===== config.mk =====
export PLATFORM = sky130hd
export DESIGN_NAME = series_ctrl_flat
export DESIGN_NICKNAME = d
export VERILOG_FILES = /design/src/rtl/series_pkg.sv /design/src/rtl/series_ctrl_if.sv /design/src/rtl/series_ctrl.sv /design/src/flat_wrapper.sv
export SDC_FILE = /design/constraint.sdc
export NUM_CORES = 1
export LEC_CHECK = 0
export ABC_AREA = 0
export BUFFER_PORTS_ARGS = -buffer_cell sky130_fd_sc_hd__buf_2
export CAP_MARGIN = 10
export CORE_ASPECT_RATIO = 1.1
export CORE_UTILIZATION = 40
export CTS_CLUSTER_DIAMETER = 100
export DETAILED_ROUTE_END_ITERATION = 7
export GPL_ROUTABILITY_DRIVEN = 0
export GPL_TIMING_DRIVEN = 0
export HOLD_SLACK_MARGIN = 0.03
export PLACE_DENSITY = 0.74
export RECOVER_POWER = 100
export SYNTH_ARGS = -nofsm -noshare
export SYNTH_HDL_FRONTEND = slang
export SYNTH_SLANG_ARGS = --single-unit

===== constraint.sdc =====
create_clock -name clk -period 1.35 [get_ports clk]
set_input_delay 0.135 -clock clk [delete_from_list [all_inputs] [get_ports clk]]
set_output_delay 0.135 -clock clk [all_outputs]
set_load 0.01 [all_outputs]

===== src/rtl/series_pkg.sv =====
// Shared types and constants for the series-evaluation sequencer.
package series_pkg;

   // Controller state encoding, visible to the bench through the debug port.
   typedef enum logic [2:0] {
      IDLE  = 3'd0,
      LOAD  = 3'd1,
      SQ    = 3'd2,
      MUL_X = 3'd3,
      MUL_C = 3'd4,
      CHECK = 3'd5,
      DONE  = 3'd6
   } series_state_t;

   localparam int          ROM_IDX_W = 3;
   localparam logic        SUB_ADD   = 1'b1;   // accumulator computes ans + tmp
   localparam logic        SUB_SUB   = 1'b0;   // accumulator computes ans - tmp
   localparam logic [15:0] Q_ONE     = 16'h0100;

endpackage


===== src/rtl/series_ctrl_if.sv =====
// Control/status bundle between the sequencer and the Q8.8 series datapath.
// There is no handshake here: every control is a level held for exactly the
// cycle it applies to, and less_cmp is a combinational status from the
// datapath's registered tmp, valid whenever it is sampled.
interface series_ctrl_if;
   import series_pkg::*;

   logic                 less_cmp;
   logic                 s1_rom;
   logic                 s1_x;
   logic                 s2_tmp;
   logic                 s2_x;
   logic [ROM_IDX_W-1:0] s3;
   logic                 s4_in;
   logic                 s4_mult;
   logic                 ld_x;
   logic                 ld_y;
   logic                 ld_tmp;
   logic                 ld_ans;
   logic                 init_tmp;
   logic                 init_ans;
   logic                 sub;

   // Sequencer side: drives every datapath control, reads the comparator.
   modport ctrl (
      input  less_cmp,
      output s1_rom, s1_x, s2_tmp, s2_x, s3, s4_in, s4_mult,
             ld_x, ld_y, ld_tmp, ld_ans, init_tmp, init_ans, sub
   );

   // Datapath side.
   modport dp (
      output less_cmp,
      input  s1_rom, s1_x, s2_tmp, s2_x, s3, s4_in, s4_mult,
             ld_x, ld_y, ld_tmp, ld_ans, init_tmp, init_ans, sub
   );

endinterface


===== src/rtl/series_ctrl.sv =====
// Sequencer for the fixed-point series datapath: load operands, optionally
// square x, then per term multiply by x, multiply by rom[k], check and
// accumulate until the term falls to the y threshold or MAX_TERMS is hit.
module series_ctrl
   import series_pkg::*;
#(
   parameter int MAX_TERMS = 8
) (
   input  logic          clk,
   input  logic          rst_n,
   input  logic          start,
   input  logic          alt,
   input  logic          sq,
   series_ctrl_if.ctrl   dp,
   output logic          busy,
   output logic          done,
   output logic [3:0]    n_terms,
   output series_state_t dbg_state
);

   localparam logic [ROM_IDX_W-1:0] K_LAST = ROM_IDX_W'(MAX_TERMS - 1);

   series_state_t        state_q;
   logic [ROM_IDX_W-1:0] k_q;
   logic [3:0]           n_terms_q;
   logic                 alt_q;
   logic                 sq_q;

   logic                 s1_rom_d;
   logic                 s2_x_d;
   logic [ROM_IDX_W-1:0] s3_d;
   logic                 s4_in_d;
   logic                 ld_x_d;
   logic                 ld_y_d;
   logic                 ld_tmp_d;
   logic                 ld_ans_d;
   logic                 init_tmp_d;
   logic                 init_ans_d;
   logic                 sub_d;

   // State transitions, term counter, term count and latched run options.
   always_ff @(posedge clk or negedge rst_n) begin
      if (!rst_n) begin
         state_q   <= IDLE;
         k_q       <= '0;
         n_terms_q <= '0;
         alt_q     <= 1'b0;
         sq_q      <= 1'b0;
      end else begin
         case (state_q)
            IDLE: begin
               if (start) begin
                  alt_q   <= alt;
                  sq_q    <= sq;
                  state_q <= LOAD;
               end
            end
            LOAD: begin
               k_q       <= '0;
               n_terms_q <= '0;
               state_q   <= sq_q ? SQ : MUL_X;
            end
            SQ:    state_q <= MUL_X;
            MUL_X: state_q <= MUL_C;
            MUL_C: state_q <= CHECK;
            CHECK: begin
               if (dp.less_cmp) begin
                  state_q <= DONE;
               end else begin
                  n_terms_q <= {1'b0, k_q} + 4'd1;
                  if (k_q == K_LAST) begin
                     state_q <= DONE;
                  end else begin
                     k_q     <= k_q + 1'b1;
                     state_q <= MUL_X;
                  end
               end
            end
            DONE:    state_q <= IDLE;
            default: state_q <= IDLE;
         endcase
      end
   end

   // Datapath control decode; IDLE (and therefore reset) yields all-zero controls.
   always_comb begin
      s1_rom_d   = 1'b0;
      s2_x_d     = 1'b0;
      s3_d       = '0;
      s4_in_d    = 1'b0;
      ld_x_d     = 1'b0;
      ld_y_d     = 1'b0;
      ld_tmp_d   = 1'b0;
      ld_ans_d   = 1'b0;
      init_tmp_d = 1'b0;
      init_ans_d = 1'b0;
      // Sign follows the term index even when no accumulate happens.
      sub_d      = (state_q == IDLE) ? SUB_SUB : (alt_q ? k_q[0] : SUB_ADD);
      case (state_q)
         LOAD: begin
            s4_in_d    = 1'b1;
            ld_x_d     = 1'b1;
            ld_y_d     = 1'b1;
            init_tmp_d = 1'b1;
            init_ans_d = 1'b1;
         end
         SQ: begin
            s2_x_d = 1'b1;
            ld_x_d = 1'b1;
         end
         MUL_X: begin
            ld_tmp_d = 1'b1;
         end
         MUL_C: begin
            s1_rom_d = 1'b1;
            s3_d     = k_q;
            ld_tmp_d = 1'b1;
         end
         CHECK: begin
            ld_ans_d = ~dp.less_cmp;
         end
         default: ;
      endcase
   end

   assign dp.s1_rom   = s1_rom_d;
   assign dp.s1_x     = ~s1_rom_d;
   assign dp.s2_x     = s2_x_d;
   assign dp.s2_tmp   = ~s2_x_d;
   assign dp.s3       = s3_d;
   assign dp.s4_in    = s4_in_d;
   assign dp.s4_mult  = ~s4_in_d;
   assign dp.ld_x     = ld_x_d;
   assign dp.ld_y     = ld_y_d;
   assign dp.ld_tmp   = ld_tmp_d;
   assign dp.ld_ans   = ld_ans_d;
   assign dp.init_tmp = init_tmp_d;
   assign dp.init_ans = init_ans_d;
   assign dp.sub      = sub_d;

   assign busy      = (state_q != IDLE);
   assign done      = (state_q == DONE);
   assign n_terms   = n_terms_q;
   assign dbg_state = state_q;

endmodule


===== src/flat_wrapper.sv =====
// flat-port wrapper written by rule: the top's interface ports become plain ports
module series_ctrl_flat import series_pkg::*;
#(
   parameter int MAX_TERMS = 8
)
  (clk, rst_n, start, alt, sq, busy, done, n_terms, dbg_state, dp_less_cmp, dp_s1_rom, dp_s1_x, dp_s2_tmp, dp_s2_x, dp_s3, dp_s4_in, dp_s4_mult, dp_ld_x, dp_ld_y, dp_ld_tmp, dp_ld_ans, dp_init_tmp, dp_init_ans, dp_sub);
  series_ctrl_if dp_i ();
  input  logic clk;
  input  logic rst_n;
  input  logic start;
  input  logic alt;
  input  logic sq;
  output logic busy;
  output logic done;
  output logic [3:0] n_terms;
  output series_state_t dbg_state;
  input wire logic [$bits(dp_i.less_cmp)-1:0] dp_less_cmp;
  output wire logic [$bits(dp_i.s1_rom)-1:0] dp_s1_rom;
  output wire logic [$bits(dp_i.s1_x)-1:0] dp_s1_x;
  output wire logic [$bits(dp_i.s2_tmp)-1:0] dp_s2_tmp;
  output wire logic [$bits(dp_i.s2_x)-1:0] dp_s2_x;
  output wire logic [$bits(dp_i.s3)-1:0] dp_s3;
  output wire logic [$bits(dp_i.s4_in)-1:0] dp_s4_in;
  output wire logic [$bits(dp_i.s4_mult)-1:0] dp_s4_mult;
  output wire logic [$bits(dp_i.ld_x)-1:0] dp_ld_x;
  output wire logic [$bits(dp_i.ld_y)-1:0] dp_ld_y;
  output wire logic [$bits(dp_i.ld_tmp)-1:0] dp_ld_tmp;
  output wire logic [$bits(dp_i.ld_ans)-1:0] dp_ld_ans;
  output wire logic [$bits(dp_i.init_tmp)-1:0] dp_init_tmp;
  output wire logic [$bits(dp_i.init_ans)-1:0] dp_init_ans;
  output wire logic [$bits(dp_i.sub)-1:0] dp_sub;
  assign dp_i.less_cmp = dp_less_cmp;
  assign dp_s1_rom = dp_i.s1_rom;
  assign dp_s1_x = dp_i.s1_x;
  assign dp_s2_tmp = dp_i.s2_tmp;
  assign dp_s2_x = dp_i.s2_x;
  assign dp_s3 = dp_i.s3;
  assign dp_s4_in = dp_i.s4_in;
  assign dp_s4_mult = dp_i.s4_mult;
  assign dp_ld_x = dp_i.ld_x;
  assign dp_ld_y = dp_i.ld_y;
  assign dp_ld_tmp = dp_i.ld_tmp;
  assign dp_ld_ans = dp_i.ld_ans;
  assign dp_init_tmp = dp_i.init_tmp;
  assign dp_init_ans = dp_i.init_ans;
  assign dp_sub = dp_i.sub;
  series_ctrl #(.MAX_TERMS(MAX_TERMS)) u_core (.clk(clk), .rst_n(rst_n), .start(start), .alt(alt), .sq(sq), .dp(dp_i), .busy(busy), .done(done), .n_terms(n_terms), .dbg_state(dbg_state));
endmodule

==> metrics.md <==
| Metric | Value |
|---|---|
| Number of antenna violations at the first check in global routing | `0` |
| Vias per cell | `5.306` |
| Placed wire-length estimate after detailed placement | `1.240 mm` |
| Number of H-tree levels | `1` |
| Post-placement worst setup slack | `-0.07829 ns` |
| Peak supply drop | `1.646 mV` |
| Fraction of the cycle the final worst path needs | `110.1%` |
| Avg Cell Area, Syn | `8.558 sq um` |
| Routed WL | `2.249 mm` |
| Leakage | `0.0006212 uW` |
| Number of clock sinks seen by CTS | `12` |
| Core utilization of the finished layout | `75.14%` |
| Run status | `finished, violations left` |
| Type of the worst setup path | `flop to primary output` |
| Post-synth top flop | `dfrtp_1` |
| Mapped Cells | `81` |
| Area of the die | `1904 sq um` |
| Max-slew headroom at the worst pin | `56.14%` |
| Crit-path max cell delay | `0.46 ns` |
| Max Clock Skew | `0.005999 ns` |
| Setup WS post-layout | `-0.1362 ns` |
| Residual DRC | `0` |
| Starting DRC count in detailed routing | `21` |
| Number of synthesized register bits | `12` |
| Number of warnings printed during yosys synthesis | `0` |
| Kind of launch point of the worst setup path | `flop` |
| Fin Hold WS | `0.07939 ns` |
| Root Driver | `clkbuf_4` |
| Async set or reset register ratio after synthesis | `100.0%` |
| Dominant cells by area after synthesis | `dfrtp_1 (43%), nand2_1 (6.5%), nand2b_1 (4.5%)` |
| Violated checks | `negative setup slack` |
| Slowest stage cell, crit path | `dfrtp_2` |
| Total of endpoints with negative setup slack in the final report | `18` |
| Longest Clk Path Bufs | `2` |
| Number of nets with antenna violations after routing | `0` |
| Crit path time final | `1.486 ns` |
| Synthesis-to-finish area growth | `72.92%` |
| Min-delay worst type | `input pin to flop` |
| Synth cell count leaders | `dfrtp_1 (12), nand2_1 (12), inv_1 (7)` |
| Worst Setup End Kind | `primary output` |
| Total vias in the final route | `764` |
| Yosys top cell by area | `dfrtp_1` |
| Reported max-cap violation count | `0` |
| Clock tree from TritonCTS | `yes` |
| Wire length of the first global-routing pass | `3.450 mm` |
| Kind of cell with the highest combined delay on the critical path | `flip-flops` |
| Post-synth EDFFs | `0` |
| Area inside the core boundary | `1595 sq um` |
| Nets in the synthesized netlist | `89` |
| Pin count of the biggest net entering global routing | `13` |
| Worst-path fanout max | `4` |
| Final hold viol count | `0` |
| Area share of the leading cell type in the synthesized netlist | `43.32%` |
| Grt total ovfl | `0` |
| Number of different library cells in the post-synthesis netlist | `20` |
| Crit path cell chain | `nand2b_4 -> nand2b_4 -> inv_4 -> buf_6 -> buf_6` |
| Port Buf Inserts | `30` |
| Data arrival, critical path | `1.35 ns` |
| Ratio of cells with drive above 1 in the final layout | `55.12%` |
| Tightest Pin Transition | `0.6579 ns` |
| Combined area of all synthesized cells | `693.2 sq um` |
| GRT Resource Usage Total | `25.22%` |
| Total CTS buffers | `3` |
| Power per Cell Area | `2460 nW/um^2` |
| Number of max-slew violations in the final report | `0` |
| Initial Util | `43.45%` |
| Routed wirelength normalized by instance count | `15.62 microns` |
| Worst Path Required | `1.22 ns` |
| Share of synthesized area occupied by flip-flops and latches | `43.32%` |
| FP Rows | `15` |
| Number of iterations in the first detailed-routing pass | `4` |
| Die span in y | `45.66 microns` |
| Number of nets in the layout | `136` |
| Maximum clock frequency | `672.9 MHz` |
| Clock insertion delay at the later pin of the skew report | `0.29 ns` |
| Number of non-filler instances in the completed layout | `144` |
| Number of instances in the placed design | `128` |
| Number of inserted diodes | `0` |
| Horiz. Die Dim | `41.69 microns` |
| Vias in the first global route | `742` |
| Number of primary I/O pins | `31` |
| Clock transition time at the flip-flop clock pins of the worst setup and hold paths | `0.08 ns` |
| RSZ-0062 raised after global routing | `yes` |
| Number of buffers and inverters on the critical path | `3` |
cell usage in the layout, fill, tap and decap left out, types with 3 or more instances in the layout:
master    count
o31ai_1       3
clkbuf_1      6
inv_1         3
nand2_1      10
nand2b_4      4
buf_2        17
buf_4         7
o21ai_1       5
o211ai_1      3
dfrtp_1      10
clkbuf_4      3
nand3_1       5
buf_6        16
routing by layer:
| metal | track usage [%] | vias to the layer above | share of wire, % |
|---|---|---|---|
| met3 | 3.571 | 9 | 5.6 |
| met2 | 44.06 | 36 | 52 |
| met4 | 16.13 | 0 | 3.7 |
| met1 | 29.50 | 357 | 39 |
| li1 | - | 362 | - |
| met5 | 0 | - | 0 |
path summary, 6_finish.rpt:
path / end / slack, ns / start / cells past startpoint
worst max-delay path: dp_ld_y / -0.14 / u_core.dbg_state[1]$_DFFE_PN0P_ / 5
worst min-delay path: u_core.alt_q$_DFFE_PN0P_ / 0.08 / alt / 2
worst max register to register: u_core.sq_q$_DFFE_PN0P_ / -0.05 / u_core.dbg_state[1]$_DFFE_PN0P_ / 4
worst min register to register: u_core.n_terms[0]$_DFFE_PN0P_ / 0.50 / u_core.n_terms[0]$_DFFE_PN0P_ / 2
max in group asynchronous: u_core.dbg_state[1]$_DFFE_PN0P_ / 0.52 / rst_n / 2
min in group asynchronous: u_core.dbg_state[2]$_DFFE_PN0P_ / 0.38 / rst_n / 2
cell type report:
cell class                      instances  area, sq um
Sequential cell                        12        302.8
Buffer                                  6        67.56
Timing Repair Buffer                   42        302.8
Tap cell                               17        21.27
Clock buffer                            4        36.28
Inverter                                7        31.28
Multi-Input combinational cell         56        436.7
Fill cell                             120        396.6
registers in the layout (all words and copies together) (netlist names):
signal,count
u_core.alt_q,1
u_core.dbg_state,3
u_core.k_q,3
u_core.n_terms,4
u_core.sq_q,1
power by group:
| part | switching [uW] | internal (uW) |
|---|---|---|
| clock network | 137 | 164 |
| registers | 140 | 486 |
| logic | 946 | 1080 |
metrics by stage:
step                      TNS (ns)  instance area [sq um]  total power (uW)
after floorplan                  0                  698.2              1330
after global placement    -0.05685                  869.6              1712
after detailed placement   -0.2189                  869.6              1745
after CTS                  -0.7288                   1149              2750
after global routing        -2.440                   1199              3119
final                       -1.301                   1199              2949
cells by family (layout without fill, tap and decap cells):
| logic type | count (synthesis) | count (layout) | share of synthesized area [%] |
|---|---|---|---|
| buffers and inverters | 13 | 59 | 9.206 |
| adder cells (fa/ha/maj) | 2 | 2 | 3.610 |
| AO/OA/AOI/OAI | 17 | 17 | 14.44 |
| flip-flops | 12 | 12 | 43.32 |
| AND/OR/NAND/NOR | 35 | 35 | 25.09 |
| multiplexers | 2 | 2 | 4.332 |
timing repair:
action / in CTS / in global routing
buffers inserted: 12 / 0
endpoints found under the setup margin: 21 / 23
pin swaps: 2 / 3
hold buffers: 1 / 0
gates resized for setup: 33 / 14
endpoints found under the hold margin: 12 / 0
Note: power is estimated with default switching activity, not from simulation.
